## config.mk

```make
export PLATFORM = sky130hd
export DESIGN_NAME = uart_byte_fifo
export DESIGN_NICKNAME = d
export VERILOG_FILES = /design/src/rtl/uart_byte_fifo.sv
export SDC_FILE = /design/constraint.sdc
export NUM_CORES = 1
export LEC_CHECK = 0
export ABC_CLOCK_PERIOD_IN_PS = 3800
export BUFFER_PORTS_ARGS = -buffer_cell sky130_fd_sc_hd__buf_2
export CELL_PAD_IN_SITES_DETAIL_PLACEMENT = 0
export CELL_PAD_IN_SITES_GLOBAL_PLACEMENT = 1
export CORE_MARGIN = 2
export CORE_UTILIZATION = 25
export CTS_CLUSTER_DIAMETER = 40
export DETAILED_ROUTE_END_ITERATION = 10
export PLACE_DENSITY_LB_ADDON = 0.1
export SLEW_MARGIN = 20
export SYNTH_ARGS = -nofsm -noshare
export SYNTH_HDL_FRONTEND = slang
export SYNTH_SLANG_ARGS = --single-unit
```

## constraint.sdc

```tcl
create_clock -name clk -period 3.8 [get_ports clk]
set_input_delay 0.19 -clock clk [delete_from_list [all_inputs] [get_ports clk]]
set_output_delay 0.19 -clock clk [all_outputs]
set_load 0.02 [all_outputs]
```

## src/rtl/uart_byte_fifo.sv

```systemverilog
// Byte FIFO between uart_rx and uart_tx: first-word-fall-through, sticky overflow.
// Optional drop counter enabled by defining UART_FIFO_DROP_CNT_EN.
module uart_byte_fifo #(
  parameter int DEPTH_LOG2 = 4
) (
  input  logic                  clk,
  input  logic                  rst_n,
  input  logic [7:0]            in_data,
  input  logic                  in_valid,
  output logic                  in_ready,
  output logic [7:0]            out_data,
  output logic                  out_valid,
  input  logic                  out_ready,
  output logic [DEPTH_LOG2:0]   level,
  output logic                  ovf,
  input  logic                  ovf_clr
`ifdef UART_FIFO_DROP_CNT_EN
  ,
  output logic [7:0]            drop_cnt
`endif
);

  localparam int Depth = 2 ** DEPTH_LOG2;

  logic [7:0]          mem_q [Depth];
  logic [DEPTH_LOG2:0] wr_ptr_q, wr_ptr_d;
  logic [DEPTH_LOG2:0] rd_ptr_q, rd_ptr_d;
  logic [DEPTH_LOG2:0] level_q, level_d;
  logic                ovf_q, ovf_d;
  logic                empty, full;
  logic                push, pop, drop;

  assign empty = (wr_ptr_q == rd_ptr_q);
  assign full  = (wr_ptr_q[DEPTH_LOG2-1:0] == rd_ptr_q[DEPTH_LOG2-1:0])
              && (wr_ptr_q[DEPTH_LOG2] != rd_ptr_q[DEPTH_LOG2]);

  assign in_ready  = ~full;
  assign out_valid = ~empty;
  assign out_data  = mem_q[rd_ptr_q[DEPTH_LOG2-1:0]];
  assign level     = level_q;
  assign ovf       = ovf_q;

  assign push = in_valid & ~full;
  assign pop  = out_ready & ~empty;
  assign drop = in_valid & full;

  always_comb begin
    wr_ptr_d = wr_ptr_q;
    rd_ptr_d = rd_ptr_q;
    level_d  = level_q;
    ovf_d    = ovf_q;
    if (push) wr_ptr_d = wr_ptr_q + 1'b1;
    if (pop)  rd_ptr_d = rd_ptr_q + 1'b1;
    unique case (1'b1)
      push && !pop: level_d = level_q + 1'b1;
      pop && !push: level_d = level_q - 1'b1;
      default:      level_d = level_q;
    endcase
    // a new overflow beats a simultaneous clear
    if (drop)         ovf_d = 1'b1;
    else if (ovf_clr) ovf_d = 1'b0;
  end

  always_ff @(posedge clk) begin
    if (push) mem_q[wr_ptr_q[DEPTH_LOG2-1:0]] <= in_data;
  end

  always_ff @(posedge clk or negedge rst_n) begin
    if (!rst_n) begin
      wr_ptr_q <= '0;
      rd_ptr_q <= '0;
      level_q  <= '0;
      ovf_q    <= 1'b0;
    end else begin
      wr_ptr_q <= wr_ptr_d;
      rd_ptr_q <= rd_ptr_d;
      level_q  <= level_d;
      ovf_q    <= ovf_d;
    end
  end

`ifdef UART_FIFO_DROP_CNT_EN
  logic [7:0] drop_cnt_q, drop_cnt_d;

  assign drop_cnt = drop_cnt_q;

  always_comb begin
    drop_cnt_d = drop_cnt_q;
    if (drop) begin
      if (drop_cnt_q != 8'hFF) drop_cnt_d = drop_cnt_q + 8'd1;
    end else if (ovf_clr) begin
      drop_cnt_d = 8'd0;
    end
  end

  always_ff @(posedge clk or negedge rst_n) begin
    if (!rst_n) drop_cnt_q <= 8'd0;
    else        drop_cnt_q <= drop_cnt_d;
  end
`endif

endmodule

```

==> metrics.txt <==
Hold WC Path Type input port to flop; share of cells above drive strength 1 0.2331; Seq/Total Area, Yosys 0.7076; Post-CTS Setup Bufs 0; Critical Path Sink Type flop; Worst Max-Slew Pin Slew around 1 ns; Finish-stage setup viols 0; Reg2Reg Launch Point wr_ptr_q[2]; critical path required time 4.10 ns; Worst-Skew Late Latency roughly 0.42 ns; Global Route Usage Sum 0.1142; via density per instance 4.281; number of synthesized flops with an enable pin 128; 1st-iter DRT viols about 140; grt ovf 0; Post-Route WL 13680 µm; diode count 0; HPWL Detailed around 9000 µm; post-synthesis register bit count ~140; hold_buf cts 1; async set-reset flop share out of synthesis 0.1111; CTS resizes 0; Top-Level Pins 29; Chip Height 158.9 µm; worst reg2reg path depth 12; leading register cell type out of synthesis edfxtp_1; Final ANT Viol Nets 0; port bufs 28; Mapped Avg Cell Area between 15 and 20 µm²; largest net degree at the start of global routing 52; Worst slew margin 0.3514; RR Endpoint level[4]; Synth Net Count 374; Synth top cells by count 128 x edfxtp_1, 25 x mux2i_1, 19 x o21ai_0; first-pass GRT wire length 20870 µm; core area 0.02354 mm²; clk slew on worst S/H paths 0.06 ns; leakage power 2.491 nW; max_cap viols 0; worst hold stages 2; outcome finished clean; Initial Util 0.2548; Worst VDD drop 0.3670 mV; Final Net Count 410; initial antenna violation count 0; CTS tree built; Reg2Reg Setup Slack 0.57 ns; hold-critical path endpoint ovf; area grow syn2layout 17.58%; Min Clock Period, post-route ~3.2 ns; RSZ-0062 raised after global routing false; Slew Viols, Final 0; Critical Path AT 3.53 ns; Synth Cell Area 0.005998 mm²; startpoint class of the critical path flop; clock skew between 0.01 and 0.015 ns; clock sinks around 140; via count 3074; vias in the first global route 3218; post-synthesis cell type count 38; # DRC 0; WHS roughly 0.03 ns; TritonRoute pass-1 iters 4; synth top area cells edfxtp_1 64%, dfrtp_1 6.7%, mux4_2 6.0%; Fill cells about 2400; maximum clock frequency 309.3 MHz; GP Congestion 0.6910; Die W 158.9 µm; Num CTS Buffers 17; leading area contributor after synthesis edfxtp_1; Worst Hold Launch in_valid; Routed wire per std cell 19.05 µm; final design utilization 0.2996; Yosys top cell area share 0.6408; final setup TNS 0 ns; CP max FO 8; Final Cycle Share 0.8508; count leader, synth edfxtp_1; synthesized instance count about 350; number of core rows 56; critical path type flop to flop; clk buf depth 2; PD cells 799.7 mW/mm²; CTS H-tree lvls 4; yosys warns 0; overall die area 0.02525 mm²; Clock Root Buffer clkbuf_16; final hold vios 0
==> metrics by stage <==
step	instances	cell area (µm²)	setup WS, ns	power [mW]
2_1_floorplan	351	5998	0.7303	3.483
3_3_place_gp	686	6477	0.6620	4.141
3_5_place_dp	686	6477	0.5677	4.116
4_1_cts	718	7053	0.5385	5.743
5_1_grt	718	7053	0.2569	5.982
6_report	718	7053	0.5670	5.640
==> registers in the layout (all words and copies together) (netlist names) <==
signal,flops
wr_ptr_q,5
rd_ptr_q,5
level,5
ovf,1
mem_q,128
==> layer usage <==
metal  global-route usage  routed length, µm  vias up
met3              0.02795                289        5
met4              0.03595                128        0
met2               0.1854               6702       36
li1                     -                  -     1444
met5                    0                  0        -
met1               0.1508               6560     1589
==> layout make-up <==
| type | count | area (µm²) | share of cell area |
|---|---|---|---|
| Clock inverter | 14 | 140.1 | 0.01987 |
| Clock buffer | 17 | 425.4 | 0.06032 |
| Tap cell | 319 | 399.1 | 0.05659 |
| Multi-Input combinational cell | 178 | 1603 | 0.2272 |
| Timing Repair Buffer | 36 | 202.7 | 0.02874 |
| Inverter | 10 | 37.54 | 0.005322 |
| Sequential cell | 144 | 4245 | 0.6019 |
==> cell usage in the layout (no fill, tap or decap), types with 4 or more instances in the layout <==
master / Yosys / routed
mux2i_1: 25 / 25
a21oi_1: 11 / 11
buf_2: 7 / 28
a22oi_1: 8 / 8
buf_4: 3 / 7
nor2b_1: 4 / 4
o21ai_0: 19 / 19
xor2_1: 8 / 8
dfrtp_1: 16 / 15
mux2_2: 8 / 8
a221oi_1: 8 / 8
inv_1: 10 / 10
ha_1: 9 / 9
mux4_2: 16 / 16
clkbuf_16: 0 / 17
xnor2_1: 8 / 8
nand2_1: 16 / 16
edfxtp_1: 128 / 128
and3_1: 14 / 14
==> kinds of logic after synthesis <==
logic type / share of synthesized area
buffers and inverters: 0.02524
flip-flops: 0.7076
XOR/XNOR: 0.02608
AND/OR/NAND/NOR: 0.04672
AO/OA/AOI/OAI: 0.05361
multiplexers: 0.1187
adder cells (fa/ha/maj): 0.02211
==> worst max path at each step <==
stage / startpoint / cells past startpoint / end / slack, ns
2_1_floorplan: wr_ptr_q[2] / 13 / level[4] / 0.73
3_3_place_gp: wr_ptr_q[2] / 12 / level[4] / 0.66
3_5_place_dp: wr_ptr_q[2] / 12 / level[4] / 0.57
4_1_cts: wr_ptr_q[2] / 12 / level[4] / 0.54
5_1_grt: wr_ptr_q[2] / 12 / level[4] / 0.26
6_report: wr_ptr_q[2] / 12 / level[4] / 0.57
==> report_power, final <==
part / switching (mW) / total, mW / internal [mW]
Clock: 0.655 / 1.62 / 0.961
Combinational: 1.21 / 1.95 / 0.741
Sequential: 0.118 / 2.08 / 1.96
Total: 1.98 / 5.64 / 3.66
==> critical path, stage by stage (launching register included) <==
cell and delay, ns:
dfrtp_1 0.48, xor2_2 0.20, nor4_4 0.42, nand2_1 0.20
nand2_2 0.14, inv_1 0.05, ha_1 0.23, ha_1 0.34
nor2b_1 0.14, o21ai_0 0.23, a21oi_1 0.10, or3b_2 0.45
xnor2_1 0.13
No activity file was read; power rests on OpenSTA's default activity.
